==> src/rtl/inst_queue.sv <==
// Circular instruction FIFO between fetch and decode. The head {inst, pc} pair
// is presented combinationally so decode can consume it in the same cycle.
module inst_queue #(
  parameter int DEPTH  = 16,
  parameter int ADDR_W = 4
) (
  input  logic              clk,
  input  logic              rst,
  input  logic              clear_i,
  input  logic              we_if_i,
  input  logic [31:0]       inst_if_i,
  input  logic [31:0]       pc_if_i,
  output logic              full_if_o,
  input  logic              re_id_i,
  output logic [31:0]       inst_id_o,
  output logic [31:0]       pc_id_o,
  output logic              empty_id_o,
  output logic [ADDR_W:0]   count_o
);

  localparam logic [ADDR_W:0] DEPTH_CNT = (ADDR_W+1)'(DEPTH);

  logic [63:0]       mem_q [DEPTH];
  logic [ADDR_W-1:0] head_q, head_d;
  logic [ADDR_W-1:0] tail_q, tail_d;
  logic [ADDR_W:0]   count_q, count_d;
  logic              push, pop, wr_en;
  logic [63:0]       head_entry;

  assign empty_id_o = (count_q == '0);
  assign full_if_o  = (count_q == DEPTH_CNT);
  assign count_o    = count_q;
  assign head_entry = mem_q[head_q];
  assign inst_id_o  = empty_id_o ? 32'b0 : head_entry[63:32];
  assign pc_id_o    = empty_id_o ? 32'b0 : head_entry[31:0];

  // Qualification uses the pre-edge occupancy: a full queue drops the write
  // even when a pop frees a slot in the same cycle, and an empty queue ignores
  // a pop even when a write arrives (no bypass).
  always_comb begin
    push    = we_if_i && !full_if_o;
    pop     = re_id_i && !empty_id_o;
    wr_en   = 1'b0;
    head_d  = head_q;
    tail_d  = tail_q;
    count_d = count_q;
    if (clear_i) begin
      head_d  = '0;
      tail_d  = '0;
      count_d = '0;
    end else begin
      wr_en = push;
      if (push) tail_d = tail_q + 1'b1;
      if (pop)  head_d = head_q + 1'b1;
      case ({push, pop})
        2'b10:   count_d = count_q + 1'b1;
        2'b01:   count_d = count_q - 1'b1;
        default: count_d = count_q;
      endcase
    end
  end

  always_ff @(posedge clk) begin
    if (rst) begin
      head_q  <= '0;
      tail_q  <= '0;
      count_q <= '0;
    end else begin
      head_q  <= head_d;
      tail_q  <= tail_d;
      count_q <= count_d;
    end
  end

  always_ff @(posedge clk) begin
    if (wr_en && !rst) mem_q[tail_q] <= {inst_if_i, pc_if_i};
  end

endmodule

==> config.mk <==
export PLATFORM = sky130hd
export DESIGN_NAME = inst_queue
export DESIGN_NICKNAME = d
export VERILOG_FILES = /design/src/rtl/inst_queue.sv
export SDC_FILE = /design/constraint.sdc
export NUM_CORES = 1
export LEC_CHECK = 0
export CAP_MARGIN = 10
export CORE_MARGIN = 4
export CORE_UTILIZATION = 65
export DETAILED_ROUTE_END_ITERATION = 10
export GPL_ROUTABILITY_DRIVEN = 0
export PLACE_DENSITY = 0.81
export SYNTH_ARGS = -nofsm -noshare
export SYNTH_HDL_FRONTEND = slang
export SYNTH_SLANG_ARGS = --single-unit
==> constraint.sdc <==
create_clock -name clk -period 12.2 [get_ports clk]
set_clock_uncertainty 0.05 [all_clocks]
set_input_delay 3.66 -clock clk [delete_from_list [all_inputs] [get_ports clk]]
set_output_delay 3.66 -clock clk [all_outputs]
set_load 0.005 [all_outputs]
==> results.md <==
* Outcome: finished, final reports clean
* Dpl hpwl at 42.29 mm
* Clk_lat worst skew at 630 ps
* Core region area at 60470 sq um
* Final Core Density at 75.01%
* DRT antenna net count at 0
* Async set-or-reset flop fraction in the synthesized netlist at 0%
* First drt pass iteration count at 5
* Routed wire length at 92.72 mm
* All-Layer GR Usage at 29.16%
* Synth area leader: edfxtp_1
* Routed via count at 19050
* Final count of negative-setup-slack endpoints at 0
* Slew Viols, Final at 0
* Type of the worst min-delay path: flip-flop to flip-flop
* Layout fillers at 2957
* Root Driver: clkbuf_16
* Worst-path clk slew at 60 ps
* Combinational cell fraction of total power at 2.9%
* Netlist Area Pre-Place at 39730 sq um
* First-pass GRT wire length at 135.6 mm
* Post-CTS sizing at 0
* Lkg Pwr at 13.73 nW
* Buffers added on ports at 139
* Die W at 255.2 um
* Crit path time final at 8164 ps
* Max-cap violation count at 0
* Cts hold-fix bufs at 0
* Die ar. at 65150 sq um
* Syn_nets at 1765
* WS Path Type: flip-flop to primary output
* Reg area at 31100 sq um
* Crit. End Element: primary output
* Worst slew pin tran at 1194 ps
* Layout Nets at 1944
* Vias in the first global route at 19890
* Post-synth EDFFs at 1024
* Final Hold Viols at 0
* Sw power at 0.001445 W
* Rows at 90
* Die height at 255.2 um
* Largest cells by area after synthesis: edfxtp_1 77%, mux4_2 14%, mux2_2 1.8%, a221o_1 1.6%, nor2b_1 0.99%
* Area of the multi-input gates at 8282 sq um
* CTS tree: done
* Critical Path RT at 8490 ps
* Mapped Cells at 1686
* Area delta synth->final at 14.15%
* Worst r2r src: count_o[0]
* Synth cell types at 38
* Vias/cell at 6.977
* Critical path arrival at 4450 ps
* FF-to-FF setup slack at 8560 ps
* CTS HTree Levels at 3
* Power Dens Cells at 161.3 nW/um^2
* Final period utilization at 66.91%
* Slew HR at 20.07%
* Layout cells sized above 1 at 26.51%
* TritonCTS Buffers at 98
* Starting Density at 65.71%
* CP Launch Type: flip-flop
* Reg-to-reg endpoint: mem_q[13][1]
* Depth of the most critical reg-to-reg path at 5
* Routed WL per cell at 33.95 um
* Largest net degree at the start of global routing at 111
* Clock power share at 43.2%
* Hold Startpoint: head_q[3]
* Fmax at 122.5 MHz
* Warnings, synthesis at 0
* RSZ-0062 raised after global routing: false
* I/O pin cnt at 140
* Reg power frac at 53.9%
* Internal power at 0.005869 W
* Cells on Worst Hold Path at 2
* Maximum fanout along the worst path at 66
* Number of setup buffers added after CTS at 0
* Yosys reg bits at 1041
* Clk buf depth at 3
* Sw frac at 19.76%
* Initial antenna violation count at 9
* Syn Area/Cell at 23.57 sq um
* Post-synthesis sequential area ratio at 78.24%
* Primary FF master, synth: edfxtp_1
* Setup TNS at 0 ps
* Top cell type's share of synthesized area at 77.39%
* Initial drt markers at 2644
* Gr ovfl total at 0
* DR DRC count at 0
* Max VDD drop at 0.2022 mV
* CTS sink cnt at 1041
[sequential cells by signal, summed over array words and instances, names as in the netlist, named ones only]
| name | flops |
|---|---|
| count_o | 5 |
| mem_q | 1024 |
| head_q | 4 |
| tail_q | 4 |
[cell usage after synthesis (8+ instances only)]
cell      number
a221o_1       63
buf_1          9
buf_2         40
buf_6          8
clkbuf_1      25
dfxtp_1       17
edfxtp_1    1024
ha_1           9
inv_1          9
mux2_2        65
mux4_2       254
nand2_1        8
nor2_1        38
nor2b_1       63
[per-layer routing]
metal,vias to the layer above,global-route usage [%],share of wire (%)
li1,7560,-,-
met2,1301,47.75,52
met4,10,10.12,2.8
met5,-,0,0.068
met1,9991,40.60,35
met3,191,5.762,10
[layout by cell type, fill, tap and decap left out, types with 18 or more instances in the layout]
cell,instances
mux4_2,254
a221o_1,63
clkbuf_16,98
nor2_1,21
mux2_2,65
clkdlybuf4s50_1,139
clkinv_1,19
nor2b_1,63
edfxtp_1,1024
nor2_4,18
buf_4,25
[area by class of cell]
type                            instances  area share (%)
Sequential cell                      1041           68.57
Multi-Input combinational cell        548           18.26
Clock buffer                          113           5.531
Timing Repair Buffer                  167           3.614
Tap cell                              782           2.157
Clock inverter                         65           1.760
Inverter                                9         0.07448
Antenna cell                            6         0.03310
[through the flow]
| stage | setup slack (ps) | cell area, sq um | hold WS (ps) | power (W) | cells |
|---|---|---|---|---|---|
| 6_report | 4036 | 45360 | 446.0 | 0.007315 | 2731 |
| 3_3_place_gp | 4802 | 42030 | 411.4 | 0.004216 | 2547 |
| 2_1_floorplan | 4541 | 39730 | 408.7 | 0.004100 | 1686 |
| 3_5_place_dp | 4766 | 42030 | 431.9 | 0.004225 | 2547 |
| 4_1_cts | 4037 | 45340 | 444.0 | 0.007341 | 2725 |
| 5_1_grt | 3977 | 45350 | 471.7 | 0.007518 | 2727 |
[cells by family (layout without fill, tap and decap cells)]
logic type	count (synthesis)	in the layout	synth area share (%)
flip-flops	1041	1041	78.24
multiplexers	325	325	16.39
AND/OR/NAND/NOR	128	128	1.770
buffers and inverters	97	354	1.250
AO/OA/AOI/OAI	78	78	1.858
adder cells (fa/ha/maj)	10	10	0.3338
XOR/XNOR	7	7	0.1543
other	0	6	0
[power groups by stage]
| stage | clock (W) | combinational (W) | sequential (W) |
|---|---|---|---|
| 5_1_grt | 0.00335 | 0.000224 | 0.00394 |
| 4_1_cts | 0.00319 | 0.000210 | 0.00394 |
| 2_1_floorplan | 0 | 0.0000840 | 0.00402 |
| 3_3_place_gp | 0 | 0.000199 | 0.00402 |
| 3_5_place_dp | 0 | 0.000206 | 0.00402 |
| 6_report | 0.00316 | 0.000210 | 0.00394 |
[worst max-delay path, stage by stage, from the launching register on]
cell and delay (ps):
dfxtp_4 360, buf_4 800, buf_4 990, mux4_2 440, mux2_2 290, a221o_1 400
clkdlybuf4s50_1 470
[how the worst max path moves through the flow]
stage / startpoint / end / slack, ps / cells after the start
final: flip-flop / pc_id_o[29] / 4040 / 6
after global placement: flip-flop / pc_id_o[29] / 4800 / 6
after global routing: flip-flop / pc_id_o[29] / 3980 / 6
after CTS: flip-flop / pc_id_o[29] / 4040 / 6
after floorplan: clear_i / mem_q[0][0] / 4540 / 4
after detailed placement: flip-flop / pc_id_o[29] / 4770 / 6
(Power assumes the default switching activity.)
